## config.mk

```make
export PLATFORM = sky130hd
export DESIGN_NAME = dram_capture_writer
export DESIGN_NICKNAME = d
export VERILOG_FILES = /design/src/rtl/dram_capture_writer.sv
export SDC_FILE = /design/constraint.sdc
export NUM_CORES = 1
export LEC_CHECK = 0
export ABC_AREA = 0
export BUFFER_PORTS_ARGS = -buffer_cell sky130_fd_sc_hd__buf_2
export CORE_MARGIN = 2
export CORE_UTILIZATION = 65
export CTS_CLUSTER_SIZE = 14
export DETAILED_ROUTE_END_ITERATION = 7
export GPL_ROUTABILITY_DRIVEN = 0
export HOLD_SLACK_MARGIN = 0.12
export PLACE_DENSITY = 0.94
export SYNTH_ARGS = -nofsm -noshare
export SYNTH_HDL_FRONTEND = slang
export SYNTH_SLANG_ARGS = --single-unit
```

## constraint.sdc

```tcl
create_clock -name M100CLK -period 10.6 [get_ports M100CLK]
set_input_delay 2.12 -clock M100CLK [delete_from_list [all_inputs] [get_ports M100CLK]]
set_output_delay 2.12 -clock M100CLK [all_outputs]
set_load 0.05 [all_outputs]
```

## src/rtl/dram_capture_writer.sv

```systemverilog
`default_nettype none
// +-----------------------------------------------------------------------------+
// | dram_capture_writer: buffers a burst of ADC samples and streams them to     |
// | SDRAM as consecutive Avalon-MM single-word writes.  Rev 1.0                 |
// +-----------------------------------------------------------------------------+
module dram_capture_writer #(
  parameter int ADDR_W     = 25,
  parameter int DATA_W     = 16,
  parameter int FIFO_DEPTH = 16
) (
  input  logic              M100CLK,
  input  logic              lock,
  input  logic              arm,
  input  logic [ADDR_W-1:0] record_len,
  input  logic [DATA_W-1:0] sample_in,
  input  logic              sample_valid,
  output logic [ADDR_W-1:0] avm_address,
  output logic [DATA_W-1:0] avm_writedata,
  output logic              avm_write,
  output logic [1:0]        avm_byteenable,
  output logic              avm_chipselect,
  input  logic              avm_waitrequest,
  output logic              busy,
  output logic              done,
  output logic              overflow,
  output logic [ADDR_W-1:0] wr_count
);

  localparam int c_PTR_W = (FIFO_DEPTH > 1) ? $clog2(FIFO_DEPTH) : 1;
  localparam logic [c_PTR_W:0] c_FULL = (c_PTR_W+1)'(FIFO_DEPTH);

  typedef enum logic [1:0] {
    S_IDLE    = 2'd0,
    S_CAPTURE = 2'd1,
    S_DRAIN   = 2'd2,
    S_DONE    = 2'd3
  } state_t;

  state_t              r_state;
  state_t              w_state_next;
  logic [DATA_W-1:0]   r_mem [FIFO_DEPTH];
  logic [c_PTR_W-1:0]  r_wptr;
  logic [c_PTR_W-1:0]  r_rptr;
  logic [c_PTR_W:0]    r_count;
  logic [ADDR_W-1:0]   r_len;
  logic [ADDR_W-1:0]   r_seen;
  logic [ADDR_W-1:0]   r_avm_address;
  logic [DATA_W-1:0]   r_avm_writedata;
  logic                r_avm_write;
  logic                r_busy;
  logic                r_done;
  logic                r_overflow;
  logic [ADDR_W-1:0]   r_wr_count;

  logic                w_arm_ok;
  logic                w_commit;
  logic                w_take;
  logic                w_push;
  logic                w_drop;
  logic [c_PTR_W-1:0]  w_rptr_next;
  logic [c_PTR_W:0]    w_count_after_pop;
  logic                w_wr_next;

  assign w_arm_ok          = arm && (r_state == S_IDLE || r_state == S_DONE);
  assign w_commit          = r_avm_write && !avm_waitrequest;
  // Every valid sample seen in CAPTURE counts toward record_len, dropped or not.
  assign w_take            = (r_state == S_CAPTURE) && sample_valid && (r_seen != r_len);
  assign w_push            = w_take && ((r_count != c_FULL) || w_commit);
  assign w_drop            = w_take && !w_push;
  assign w_rptr_next       = r_rptr + c_PTR_W'(w_commit);
  assign w_count_after_pop = r_count - (c_PTR_W+1)'(w_commit);
  // Head is taken from stored entries only, so a fresh push shows up one cycle later.
  assign w_wr_next         = (w_state_next == S_CAPTURE || w_state_next == S_DRAIN) &&
                             (w_count_after_pop != '0);

  always_comb begin
    w_state_next = r_state;
    case (r_state)
      S_IDLE, S_DONE: if (w_arm_ok) w_state_next = (record_len == '0) ? S_DONE : S_CAPTURE;
      S_CAPTURE:      if (r_seen == r_len) w_state_next = S_DRAIN;
      S_DRAIN:        if (r_count == '0) w_state_next = S_DONE;
      default:        w_state_next = S_IDLE;
    endcase
  end

  always_ff @(posedge M100CLK or negedge lock) begin
    if (!lock) r_state <= S_IDLE;
    else       r_state <= w_state_next;
  end

  always_ff @(posedge M100CLK) begin
    if (w_push) r_mem[r_wptr] <= sample_in;
  end

  always_ff @(posedge M100CLK or negedge lock) begin
    if (!lock) begin
      r_wptr          <= '0;
      r_rptr          <= '0;
      r_count         <= '0;
      r_len           <= '0;
      r_seen          <= '0;
      r_avm_address   <= '0;
      r_avm_writedata <= '0;
      r_avm_write     <= 1'b0;
      r_busy          <= 1'b0;
      r_done          <= 1'b0;
      r_overflow      <= 1'b0;
      r_wr_count      <= '0;
    end else begin
      r_busy <= (w_state_next == S_CAPTURE) || (w_state_next == S_DRAIN);
      r_done <= (w_state_next == S_DONE);
      if (w_arm_ok) begin
        r_wptr        <= '0;
        r_rptr        <= '0;
        r_count       <= '0;
        r_len         <= record_len;
        r_seen        <= '0;
        r_avm_address <= '0;
        r_avm_write   <= 1'b0;
        r_overflow    <= 1'b0;
        r_wr_count    <= '0;
      end else begin
        if (w_push) r_wptr <= r_wptr + c_PTR_W'(1);
        r_rptr      <= w_rptr_next;
        r_count     <= w_count_after_pop + (c_PTR_W+1)'(w_push);
        r_seen      <= r_seen + ADDR_W'(w_take);
        r_overflow  <= r_overflow | w_drop;
        r_avm_write <= w_wr_next;
        if (w_wr_next) r_avm_writedata <= r_mem[w_rptr_next];
        if (w_commit) begin
          r_avm_address <= r_avm_address + ADDR_W'(1);
          r_wr_count    <= r_wr_count + ADDR_W'(1);
        end
      end
    end
  end

  assign avm_address    = r_avm_address;
  assign avm_writedata  = r_avm_writedata;
  assign avm_write      = r_avm_write;
  assign avm_chipselect = r_avm_write;
  assign avm_byteenable = {2{r_avm_write}};
  assign busy           = r_busy;
  assign done           = r_done;
  assign overflow       = r_overflow;
  assign wr_count       = r_wr_count;

endmodule
`default_nettype wire
```

# Word-level counts from Yosys, hierarchy flattened
# Memories as Yosys holds them, arrays and structs flattened. A register that Yosys moved wholly into a read port is not among the register bits.
# Cells that the tools add are included.
# totals
regBits	119
ramBits	256
inputBits	46
wordCells	70
n_memories	1
# mem_list
memory	depth	word_bits	rd	rd_clocked_by_memory_dff	write_ports	line	rtl
r_mem	16	16	1	1	1	41	logic [DATA_W-1:0] r_mem [FIFO_DEPTH];
# classes
addsub	7
n_eq_ne	9
n_mux	18
bitwise	2
reduce_logical	21
# op_table
cell	count
two-way mux 25 bit	5
adder 25 x 1 -> 25 bit (second input constant)	2
adder 25 x 1 -> 25 bit	1
equality test 25 bit	1
logical NOT 25 bit	1
inequality test 25 bit	1
two-way mux 4 bit	3
equality test 2 bit (second input constant)	4
two-way mux 2 bit	4
logical AND 1 bit	7
one-hot mux 2 bit (3 select lines)	1
adder 5 x 1 -> 5 bit	1
logical NOT 5 bit	1
two-way mux 5 bit	1
inequality test 5 bit (second input constant)	1
nonzero test 5 bit	1
subtractor 5 x 1 -> 5 bit	1
adder 4 x 1 -> 4 bit	1
adder 4 x 1 -> 4 bit (second input constant)	1
equality test 2 x 1 -> 1 bit (second input constant)	2
two-way mux 1 bit	4
nonzero test 2 bit	2
logical NOT 1 bit	3
logical OR 1 bit	3
5 further kinds	5

# Longest topological paths before layout
# Gate-level depths: netlist of the first run.
# depth
word_depth	9
ltp_mapped	14
depth_no_buf	14

# Worst setup path before layout of the first run
# Ideal clock, no wire load.
# synth_path
path_type	input-to-reg
from	input port avm_waitrequest
to	memory r_mem[3][0], enable pin
setup_ns	0.430
arrival_time_ns	4.700
required_time_ns	10.170
setup_slack_ns	5.470
stages	7
path_cell_list	nor2b_1 buf_2 nand3b_1 and3_1 o21ai_1 clkbuf_1 nor4_1
# synth_between
elab_chain_cells	6
# synth_rtl
element	line	rtl
start: declaration	22	input logic avm_waitrequest,
logical NOT 1 bit	65	assign w_commit = r_avm_write && !avm_waitrequest;
logical AND 1 bit	65	
logical OR 1 bit	68	assign w_push = w_take && ((r_count != c_FULL) || w_commit);
logical AND 1 bit	68	
two-way mux 1 bit	92	if (w_push) r_mem[r_wptr] <= sample_in;
two-way mux 1 bit (implied by the code)	92	
end: declaration	41	
# No other way between the ends.

# Final worst setup path of the first run
# layout_path
from	input port avm_waitrequest
to	register r_avm_writedata[1], in the netlist avm_writedata[1], read port of r_mem
# layout_between
elab_chain_cells	6
elab_cells_between_ends	7
cone_classes	2 x add/sub; 5 x reduce/logical
# layout_rtl
element	line	rtl
logical NOT 1 bit *	65	
logical AND 1 bit *	65	
subtractor 5 x 1 -> 5 bit	71	assign w_count_after_pop = r_count - (c_PTR_W+1)'(w_commit);
nonzero test 5 bit	74	(w_count_after_pop != '0);
logical AND 1 bit	73	assign w_wr_next = (w_state_next == S_CAPTURE || w_state_next == S_DRAIN) &&
AND reduction 2 bit (no line)	n/a	
end: declaration	48	logic [DATA_W-1:0] r_avm_writedata;
# Mark *: on every way between the ends. The rest lies on a longest branch, timed or not.
# A chain may end at the register's enable or synchronous reset.

==> results of run 1 <==
metrics by stage:
step	instance area, um2	power, mW	hold WS [ns]	utilization (%)
after CTS	18430	4.693	0.5039	75.56
final	18430	4.676	0.5023	75.57
after floorplan	16170	2.985	0.4655	-
after detailed placement	17160	3.312	0.4821	70.37
after global routing	18430	4.847	0.5342	75.57
after global placement	17160	3.234	0.4768	70.37
final cells by class:
cell class	count	share of cell area, %
antenna	1	0.01358
clock buffer	50	5.573
clock inverter	21	1.290
inverter	16	0.3258
multi-input combinational	577	26.63
sequential	391	60.04
tap	324	2.199
timing repair buffer	135	3.930
power groups by stage:
stage / Sequential, mW / Combinational (mW) / Clock [mW]
2_1_floorplan: 2.02 / 0.962 / 0
3_3_place_gp: 1.90 / 1.34 / 0
3_5_place_dp: 1.90 / 1.41 / 0
4_1_cts: 1.88 / 1.43 / 1.38
5_1_grt: 1.89 / 1.52 / 1.44
6_report: 1.88 / 1.42 / 1.37
cells in the mapped netlist, types with 2 or more instances:
cell / instances
mux2i_1: 3
and4_1: 7
nor3_2: 2
mux2_4: 2
nand2_1: 111
buf_1: 4
nand4_1: 15
o21ai_1: 5
buf_4: 4
and3_1: 12
mux2_2: 14
xor2_1: 64
ha_1: 17
dfrtp_1: 135
nand3_1: 30
a21oi_1: 12
nand2b_1: 2
inv_1: 16
and2_1: 19
o21ai_0: 11
nor4_1: 12
nor2b_1: 6
nor3_1: 13
buf_6: 5
edfxtp_1: 256
mux4_2: 80
nand4b_1: 2
nor2_1: 85
or3_1: 12
and4b_1: 2
buf_2: 4
clkbuf_1: 24
xnor2_1: 28
per-layer routing:
layer	vias up	share of wire [%]
met3	81	7.6
met2	514	53
met1	4802	37
met4	0	2.5
met5	-	0
li1	4078	-
how the worst max path moves through the flow:
stage | start | end | slack, ns | cells after the start
after floorplan | avm_waitrequest | r_mem[3][0] | 5.47 | 7
after global placement | avm_waitrequest | avm_writedata[5] | 5.36 | 8
after detailed placement | avm_waitrequest | avm_writedata[1] | 5.25 | 8
after CTS | avm_waitrequest | avm_writedata[12] | 5.77 | 8
after global routing | avm_waitrequest | avm_writedata[15] | 5.59 | 8
final | avm_waitrequest | avm_writedata[1] | 5.81 | 8
critical path, stage by stage:
cell and delay (ns):
buf_2 0.09, nor2b_1 0.04, buf_4 0.18, ha_4 0.49, buf_4 0.80, mux4_2 0.63, mux4_2 0.50, mux2_2 0.29
sequential cells by signal, indices dropped and copies added, names as in the netlist:
| register | count |
|---|---|
| r_state | 2 |
| overflow | 1 |
| r_rptr | 4 |
| avm_writedata | 16 |
| r_wptr | 4 |
| done | 1 |
| avm_chipselect | 1 |
| busy | 1 |
| r_mem | 256 |
| avm_address | 25 |
| wr_count | 25 |
| r_count | 5 |
| r_len | 25 |
| r_seen | 25 |
cell families after synthesis:
kind of cell / after synthesis
xor+xnor: 93
compound gates: 34
buf+inv: 57
flops: 391
simple gates: 334
fa+ha+maj: 17
mux: 99
==> flow_summary.yaml, run 1 <==
run_status:
  status: "complete, no violations"
power:
  internal_power_mw: 3.176
  swShare_pct: 32.09
  powerDensity_nw_per_um2: 253.7
  power.switching_mw: 1.500
  power_frac_seq_pct: 40.2
  pwr-share-comb_pct: 30.5
  power_leakage_nw: 7.168
  vdd_drop_max_mv: 0.2169
  power.share.clock_pct: 29.3
min_path:
  min_path_type: "reg -> reg"
  whs_endpoint: "r_len[12]"
  hold_path_startpoint: "r_len[12]"
  hold-path-cell-count: 2
synthesis:
  synth-adder-area-share_pct: 1.315
  yosysTopAreaCell: "edfxtp_1"
  synthSimpleGateAreaFrac_pct: 9.825
  synth_compound_area_share_pct: 1.191
  ys.flop_type: "edfxtp_1"
  synthArstFlopShare_pct: 34.53
  ys_warn_count: 0
  syn-cell-area_um2: 16170
  yosysUniqueCellTypes: 44
  syn_area_per_cell_um2: 15.78
  synth_cells: 1025
  seq_area_frac_synth_pct: 68.42
  synth-edff-count: 256
  synthMuxAreaShare_pct: 12.49
  synth.area.top_cells: "edfxtp_1 48%, dfrtp_1 21%, mux4_2 11%, xor2_1 3.5%, nand2_1 2.6%"
  ys_seq_elements: 391
  synth_top_family_by_area: "multiplexers"
  syn_nets: 1088
  synth.top_cell.area_share_pct: 47.53
  yosys.area_share.xor_xnor_pct: 5.083
floorplanning:
  placementRows: 57
  ios: 119
  die_y_um: 161.7
  start_util_pct: 66.31
  coreArea_um2: 24390
  die_w_um: 161.7
  die-area_um2: 26160
layout:
  multi_input_area_um2: 4908
  n_fill_cell: 1339
  layout_common_cells: "256 x edfxtp_1, 135 x dfrtp_1, 117 x buf_2, 111 x nand2_1, 81 x nor2_1"
  seq_area_um2: 11070
  final_common_cell: "edfxtp_1"
  drive_gt1_share_pct: 25.46
  instances_no_fill: 1515
  final_nets: 1223
  syn2layout_area_growth_pct: 13.96
setup_path:
  worstSetupStartpointType: "primary input"
  r2r.worst_path.cells: 7
  worst_setup_path_end_kind: "register"
  cp_data_arrival_time_ns: 5.22
  timing.rr.end: "avm_writedata[1]"
  worst-path-max-fanout: 49
  crit_type: "in -> reg"
  reg2reg_slack_ns: 6.94
  r2r_start: "avm_chipselect"
  required_ns: 11.04
route:
  drc: 0
  antenna_left: 0
  wl_per_cell_um: 24.78
  drtPass1Iterations: 5
  drt_iter0_markers: 1217
  viasPerCell: 6.254
  wl_um: 37540
  vias: 9475
sta:
  finalHoldViolCount: 0
  maxSlewHeadroom_pct: 21.15
  setup_tns_ns: 0
  worst_pin_slew_ns: 1.183
  post-route-period-util_pct: 45.17
  fin_crit_ns: 4.788
  finalSetupViolations: 0
  rsz0062_at_grt: "no"
  worst_clock_skew_ns: 0.03315
  fin_ws_ns: 5.812
  max_freq_mhz: 208.9
  maxSlewViolCount: 0
place:
  io_buffer_count: 118
  hpwl_um: 21090
  dpl_worst_slack_ns: 5.251
  dp.cells: 1443
clocking:
  path_clk_slew_ns: 0.06
  postCtsSetupRepairBufs: 0
  cts_resized: 0
  cts_sinks: 391
  clock_path_buffers: 3
  cts_tree: "built"
  htreeDepth: 2
  cts-root-buf: "clkbuf_16"
  ctsHoldBuffers: 0
  insertion_delay_ns: 0.55
  numCtsBuffers: 39
grt:
  grt_pass1_vias: 9848
  gr-usage-met2_pct: 51.53
  grt_overflow: 0
  grt_use_total_pct: 29.63
  top_usage_layer: "met2"
  gr-usage-met1_pct: 38.58
  grt_max_degree: 108
  antenna_found_initial: 1
  met3_usage_pct: 4.545
  grt_pass1_wl_um: 57500
flow_run:
  cap_violations: 0
(Power assumes the default switching activity.)
==> inputs of run 2 (changes only) <==
--- a/config.mk
+++ b/config.mk
@@ -5,15 +5,15 @@
 export SDC_FILE = /design/constraint.sdc
 export NUM_CORES = 1
 export LEC_CHECK = 0
-export ABC_AREA = 0
+export ABC_AREA = 1
 export BUFFER_PORTS_ARGS = -buffer_cell sky130_fd_sc_hd__buf_2
 export CORE_MARGIN = 2
-export CORE_UTILIZATION = 65
+export CORE_UTILIZATION = 60
 export CTS_CLUSTER_SIZE = 14
 export DETAILED_ROUTE_END_ITERATION = 7
 export GPL_ROUTABILITY_DRIVEN = 0
 export HOLD_SLACK_MARGIN = 0.12
-export PLACE_DENSITY = 0.94
+export PLACE_DENSITY = 0.88
 export SYNTH_ARGS = -nofsm -noshare
 export SYNTH_HDL_FRONTEND = slang
 export SYNTH_SLANG_ARGS = --single-unit
==> constraint.sdc (replaced) <==
create_clock -name M100CLK -period 4.9 [get_ports M100CLK]
set_input_delay 0.98 -clock M100CLK [delete_from_list [all_inputs] [get_ports M100CLK]]
set_output_delay 0.98 -clock M100CLK [all_outputs]
set_load 0.05 [all_outputs]
==> run 2 against run 1 <==
Net effect: synthesized cell count is 60% higher; flip-flop and latch count unchanged; global-route usage down 1.0 points; final cell count grew 44%; sequential power increased by 120%; count of clock-buffer cells in the layout rose by 1; combinational power grew to 2.6 times the previous value; largest cell class unchanged; largest power group unchanged.
==> flow_summary.yaml, run 2 <==
run_status:
  status: "complete, no violations"
route:
  antenna_left: 0
  wl_um: 43290
  drt_iter0_markers: 1707
  drtPass1Iterations: 6
  vias: 13135
  viasPerCell: 6.031
  wl_per_cell_um: 19.88
  drc: 0
power:
  power_frac_seq_pct: 37.5
  pwr-share-comb_pct: 33.8
  vdd_drop_max_mv: 0.3311
  power.switching_mw: 4.219
  powerDensity_nw_per_um2: 555.5
  power_leakage_nw: 7.955
  power.share.clock_pct: 28.7
  swShare_pct: 38.64
  internal_power_mw: 6.700
floorplanning:
  die-area_um2: 30070
  placementRows: 62
  start_util_pct: 60.49
  ios: 119
  die_w_um: 173.4
  coreArea_um2: 28470
  die_y_um: 173.4
grt:
  grt_pass1_vias: 13159
  antenna_found_initial: 2
  grt_use_total_pct: 28.61
  grt_overflow: 0
  grt_max_degree: 115
  grt_pass1_wl_um: 68100
setup_path:
  worstSetupStartpointType: "primary input"
  worst-path-max-fanout: 45
  cpLargestDelayFamily: "buffers and inverters"
  critical_path.max_stage_delay_ns: 0.58
  required_ns: 5.33
  cpMostUsedCell: "nand2_1"
  crit_type: "in -> reg"
  cp_cell_sequence: "buf_2, nor2_4, ha_4, clkinv_2, buf_4, o21ai_0, o221ai_1, nand3_1, nand2_1, nand2_1, nand2_1"
  crit_buf_inv: 3
  cp_slowest_cell: "clkinv_2"
  worst_setup_path_end_kind: "register"
  cp_data_arrival_time_ns: 3.63
clocking:
  path_clk_slew_ns: 0.06
  cts-root-buf: "clkbuf_16"
  cts_resized: 0
  htreeDepth: 2
  insertion_delay_ns: 0.54
  cts_sinks: 391
  clock_path_buffers: 3
  numCtsBuffers: 41
  cts_tree: "built"
  ctsHoldBuffers: 0
  postCtsSetupRepairBufs: 0
layout:
  largest_reg_flops: 256
  drive_gt1_share_pct: 15.86
  finish.utilization_pct: 69.04
  syn2layout_area_growth_pct: 14.14
  final_nets: 1822
  largest-register: "r_mem"
  layout_common_cells: "256 x nand2_1, 256 x edfxtp_1, 235 x nor2_1, 188 x o21ai_0, 144 x inv_1"
sta:
  rsz0062_at_grt: "no"
  finalHoldViolCount: 0
  maxSlewHeadroom_pct: 31.38
  worst_pin_slew_ns: 1.029
  timing.hold.ws_ns: 0.4800
  post-route-period-util_pct: 65.35
  finalSetupViolations: 0
  fin_crit_ns: 3.202
  max_freq_mhz: 312.3
  setup_tns_ns: 0
  maxSlewViolCount: 0
  worst_clock_skew_ns: 0.02160
flow_run:
  cap_violations: 0
synthesis:
  seq_area_frac_synth_pct: 64.25
  yosysMostFrequentCell: "nand2_1"
  yosysUniqueCellTypes: 47
  synthArstFlopShare_pct: 34.53
  syn_area_per_cell_um2: 10.47
  yosysTopAreaCell: "edfxtp_1"
  ys_seq_elements: 391
  synth.top_cell.area_share_pct: 44.64
  synth.area.top_cells: "edfxtp_1 45%, dfrtp_1 20%, nand2_1 5.6%, o21ai_0 5.5%, nor2_1 5.1%"
  synth_cells: 1645
  ys.flop_type: "edfxtp_1"
  ys_warn_count: 0
  syn_nets: 1708
  synth-edff-count: 256
  syn-cell-area_um2: 17220
  synth_commonest_cells: "257 x nand2_1, 256 x edfxtp_1, 235 x nor2_1"
place:
  hpwl_um: 25380
  io_buffer_count: 118
min_path:
  min_path_type: "reg -> reg"
==> run 2: cell count changes after synthesis, sizes merged, moves of 36 or more <==
cell    change
o221ai     +63
nand3      +41
a21oi      +36
nor3       +37
nand2     +154
o21ai     +177
nor2      +161
mux4       -80
xor2       -51
inv       +144
==> run 2: worst paths after layout <==
path                                  start                end  slack (ns)  depth (start not counted)
setup / recovery            avm_waitrequest  avm_writedata[12]        1.70                         11
max in group asynchronous              lock   avm_writedata[3]        3.25                          2
hold reg to reg            avm_writedata[4]   avm_writedata[4]        0.48                          2
setup reg to reg             avm_chipselect  avm_writedata[12]        1.79                         11
hold / removal             avm_writedata[4]   avm_writedata[4]        0.48                          2
min in group asynchronous              lock       wr_count[20]        0.61                          1
==> run 2: routing by layer <==
layer | share of wire [%] | track usage (%) | vias up
met5 | 0 | 0 | -
met4 | 4.6 | 12.82 | 0
met3 | 9.2 | 5.702 | 157
met2 | 49 | 48.57 | 781
met1 | 37 | 35.83 | 6272
li1 | - | - | 5925
==> run 2: cell families after synthesis <==
group,share of synthesized area [%]
and+or+nand+nor,16.89
DFF,64.25
adders and majority gates,1.235
xor gates and xnor gates,1.112
buffers and inverters,5.507
AOI/OAI and AO/OA,11.00
==> run 2: metrics by stage <==
stage / std cells / worst slack (ns) / cell area [um2] / total power, mW
floorplan: 1645 / 1.721 / 17220 / 6.749
global placement: 2100 / 1.437 / 18280 / 7.528
detailed placement: 2100 / 1.317 / 18280 / 7.738
CTS: 2175 / 1.769 / 19650 / 10.88
global route: 2177 / 1.522 / 19650 / 11.45
finish: 2178 / 1.698 / 19660 / 10.92
==> run 2: area by class of cell <==
class | count | area (um2)
Timing Repair Buffer | 145 | 812.0
Fill cell | 1921 | 8813
Tap cell | 384 | 480.5
Clock buffer | 51 | 1124
Sequential cell | 391 | 11070
Inverter | 160 | 604.3
Antenna cell | 3 | 7.507
Clock inverter | 24 | 247.7
Multi-Input combinational cell | 1020 | 5315
==> run 2: worst register-to-register path: stages, from the launching register on <==
cell and delay [ns]:
dfrtp_1 0.45, inv_2 0.07, nor2_4 0.24, ha_4 0.40, clkinv_2 0.60, buf_4 0.47
o21ai_0 0.26, o221ai_1 0.19, nand3_1 0.16, nand2_1 0.06, nand2_1 0.06, nand2_1 0.05
==> run 2: power groups by stage <==
stage               Clock (mW)  Sequential, mW  Combinational (mW)
global route              3.29            4.12                4.03
CTS                       3.15            4.09                3.64
global placement             0            4.14                3.39
finish                    3.13            4.09                3.70
detailed placement           0            4.15                3.59
floorplan                    0            4.40                2.35
==> inputs of run 3 (changes only) <==
==> constraint.sdc (replaced) <==
create_clock -name M100CLK -period 3.2 [get_ports M100CLK]
set_input_delay 0.64 -clock M100CLK [delete_from_list [all_inputs] [get_ports M100CLK]]
set_output_delay 0.64 -clock M100CLK [all_outputs]
set_load 0.05 [all_outputs]
==> run 3 against run 2 <==
Net effect: largest power group unchanged; first-iteration DRC count is 3.4% lower; total power up 50%; sequential power up 54%; combinational power grew 52%; critical path depth grew 10; wire length down 2.3%; count of clock-buffer cells in the layout increased by 6; sequential share of layout area rose by 0.17 points; flip-flop and latch count did not move; final cell count unchanged; clock skew is 0.0057 ns higher.
==> flow_summary.yaml, run 3 (synthesis gave the netlist of run 2 again) <==
place:
  hpwl_um: 24670
  dp.cells: 2104
  io_buffer_count: 118
  dpl_worst_slack_ns: 0.4592
route:
  drtPass1Iterations: 6
  wl_per_cell_um: 19.41
  drt_iter0_markers: 1649
  antenna_left: 0
  vias: 13192
  viasPerCell: 6.057
  drc: 0
  wl_um: 42280
setup_path:
  worst-path-max-fanout: 5
  cp_cell_sequence: "inv_2, nand2_1, nand2_1, nor2_1, nand3_1, nor2_1, nand3_2, nand2_1, inv_1, ha_1, ha_1, nand2_1, nor2_2, nand2_2, nor2_4, nand2_2, nor2_2, nand3_1, nand2_1, nand2_1, nor2_1"
  worst_setup_path_end_kind: "register"
  crit_buf_inv: 2
  cp_data_arrival_time_ns: 3.12
  critical_path.max_stage_delay_ns: 0.42
  crit_type: "reg -> reg"
  cpLargestDelayFamily: "simple AND/OR/NAND/NOR gates"
  worstSetupStartpointType: "register"
  cp_slowest_cell: "dfrtp_1"
  cpMostUsedCell: "nand2_1"
  required_ns: 3.65
sta:
  finalSetupViolations: 0
  maxSlewHeadroom_pct: 51.72
  max_freq_mhz: 374.8
  worst_clock_skew_ns: 0.02726
  maxSlewViolCount: 0
  rsz0062_at_grt: "no"
  post-route-period-util_pct: 83.38
  fin_ws_ns: 0.5318
  fin_crit_ns: 2.668
  setup_tns_ns: 0
  timing.hold.ws_ns: 0.1416
  finalHoldViolCount: 0
  worst_pin_slew_ns: 0.7242
grt:
  antenna_found_initial: 3
  grt_pass1_wl_um: 66890
  grt_overflow: 0
  grt_max_degree: 130
  grt_use_total_pct: 28.10
  grt_pass1_vias: 13108
power:
  vdd_drop_max_mv: 0.6106
  powerDensity_nw_per_um2: 838.2
  power_leakage_nw: 7.911
  p_total_mw: 16.43
layout:
  final_nets: 1824
  largest-register: "r_mem"
  syn2layout_area_growth_pct: 13.80
  drive_gt1_share_pct: 15.40
  layout_common_cells: "256 x nand2_1, 256 x edfxtp_1, 235 x nor2_1, 188 x o21ai_0, 144 x inv_1"
  largest_reg_flops: 256
  instances_no_fill: 2178
clocking:
  numCtsBuffers: 39
  postCtsSetupRepairBufs: 0
  cts_tree: "built"
  cts_sinks: 391
  cts_resized: 0
  ctsHoldBuffers: 0
  path_clk_slew_ns: 0.06
  htreeDepth: 2
  insertion_delay_ns: 0.54
  clock_path_buffers: 3
  cts-root-buf: "clkbuf_16"
floorplanning:
  die_w_um: 173.4
  start_util_pct: 60.49
  placementRows: 62
  die_y_um: 173.4
  die-area_um2: 30070
  coreArea_um2: 28470
  ios: 119
min_path:
  min_path_type: "in -> async"
flow_run:
  cap_violations: 0
run_status:
  status: "complete, no violations"
==> run 3: per-layer routing <==
metal	part of all wire (%)	global-route usage [%]
met2	49	47.70
met3	10	5.636
met5	0.031	0
met1	37	35.86
met4	3.3	11.02
==> run 3: worst paths after layout <==
| check | start | endpoint | slack, ns | cells after the start |
|---|---|---|---|---|
| max | r_seen[5] | r_seen[18] | 0.53 | 21 |
| min in group M100CLK | record_len[0] | r_len[0] | 0.39 | 3 |
| max reg2reg | r_seen[5] | r_seen[18] | 0.53 | 21 |
| min | lock | avm_address[6] | 0.14 | 1 |
| min reg2reg | avm_address[19] | avm_address[19] | 0.50 | 1 |
| max in group asynchronous | lock | r_len[9] | 2.21 | 2 |
==> run 3: metrics by stage <==
step	cell area [um2]	utilization, %
after global routing	19600	68.83
final	19600	68.84
after global placement	18330	64.39
after detailed placement	18330	64.39
after floorplan	17220	-
after CTS	19590	68.82
==> run 3: power by group <==
part,internal [mW],switching (mW),total (mW)
logic,1.55,4.07,5.62
registers,5.91,0.390,6.30
clock network,2.63,1.88,4.51
total,10.1,6.34,16.4
==> run 3: worst reg2reg max path, stage by stage, from the launching register on <==
cell and delay, ns:
dfrtp_1 0.42, inv_2 0.10, nand2_1 0.05, nand2_1 0.06, nor2_1 0.05, nand3_1 0.10
nor2_1 0.07, nand3_2 0.12, nand2_1 0.06, inv_1 0.05, ha_1 0.19, ha_1 0.22
nand2_1 0.09, nor2_2 0.21, nand2_2 0.14, nor2_4 0.13, nand2_2 0.09, nor2_2 0.12
nand3_1 0.10, nand2_1 0.08, nand2_1 0.04, nor2_1 0.11
==> run 3: layout make-up <==
class | instances | area, um2
flip-flops and latches | 391 | 11070
fillers | 1929 | 8871
multi-input cells | 1020 | 5315
clock buffers | 57 | 1095
repair buffers | 149 | 867.1
inverters | 160 | 604.3
well taps | 384 | 480.5
clock inverters | 15 | 166.4
diodes | 2 | 5.005
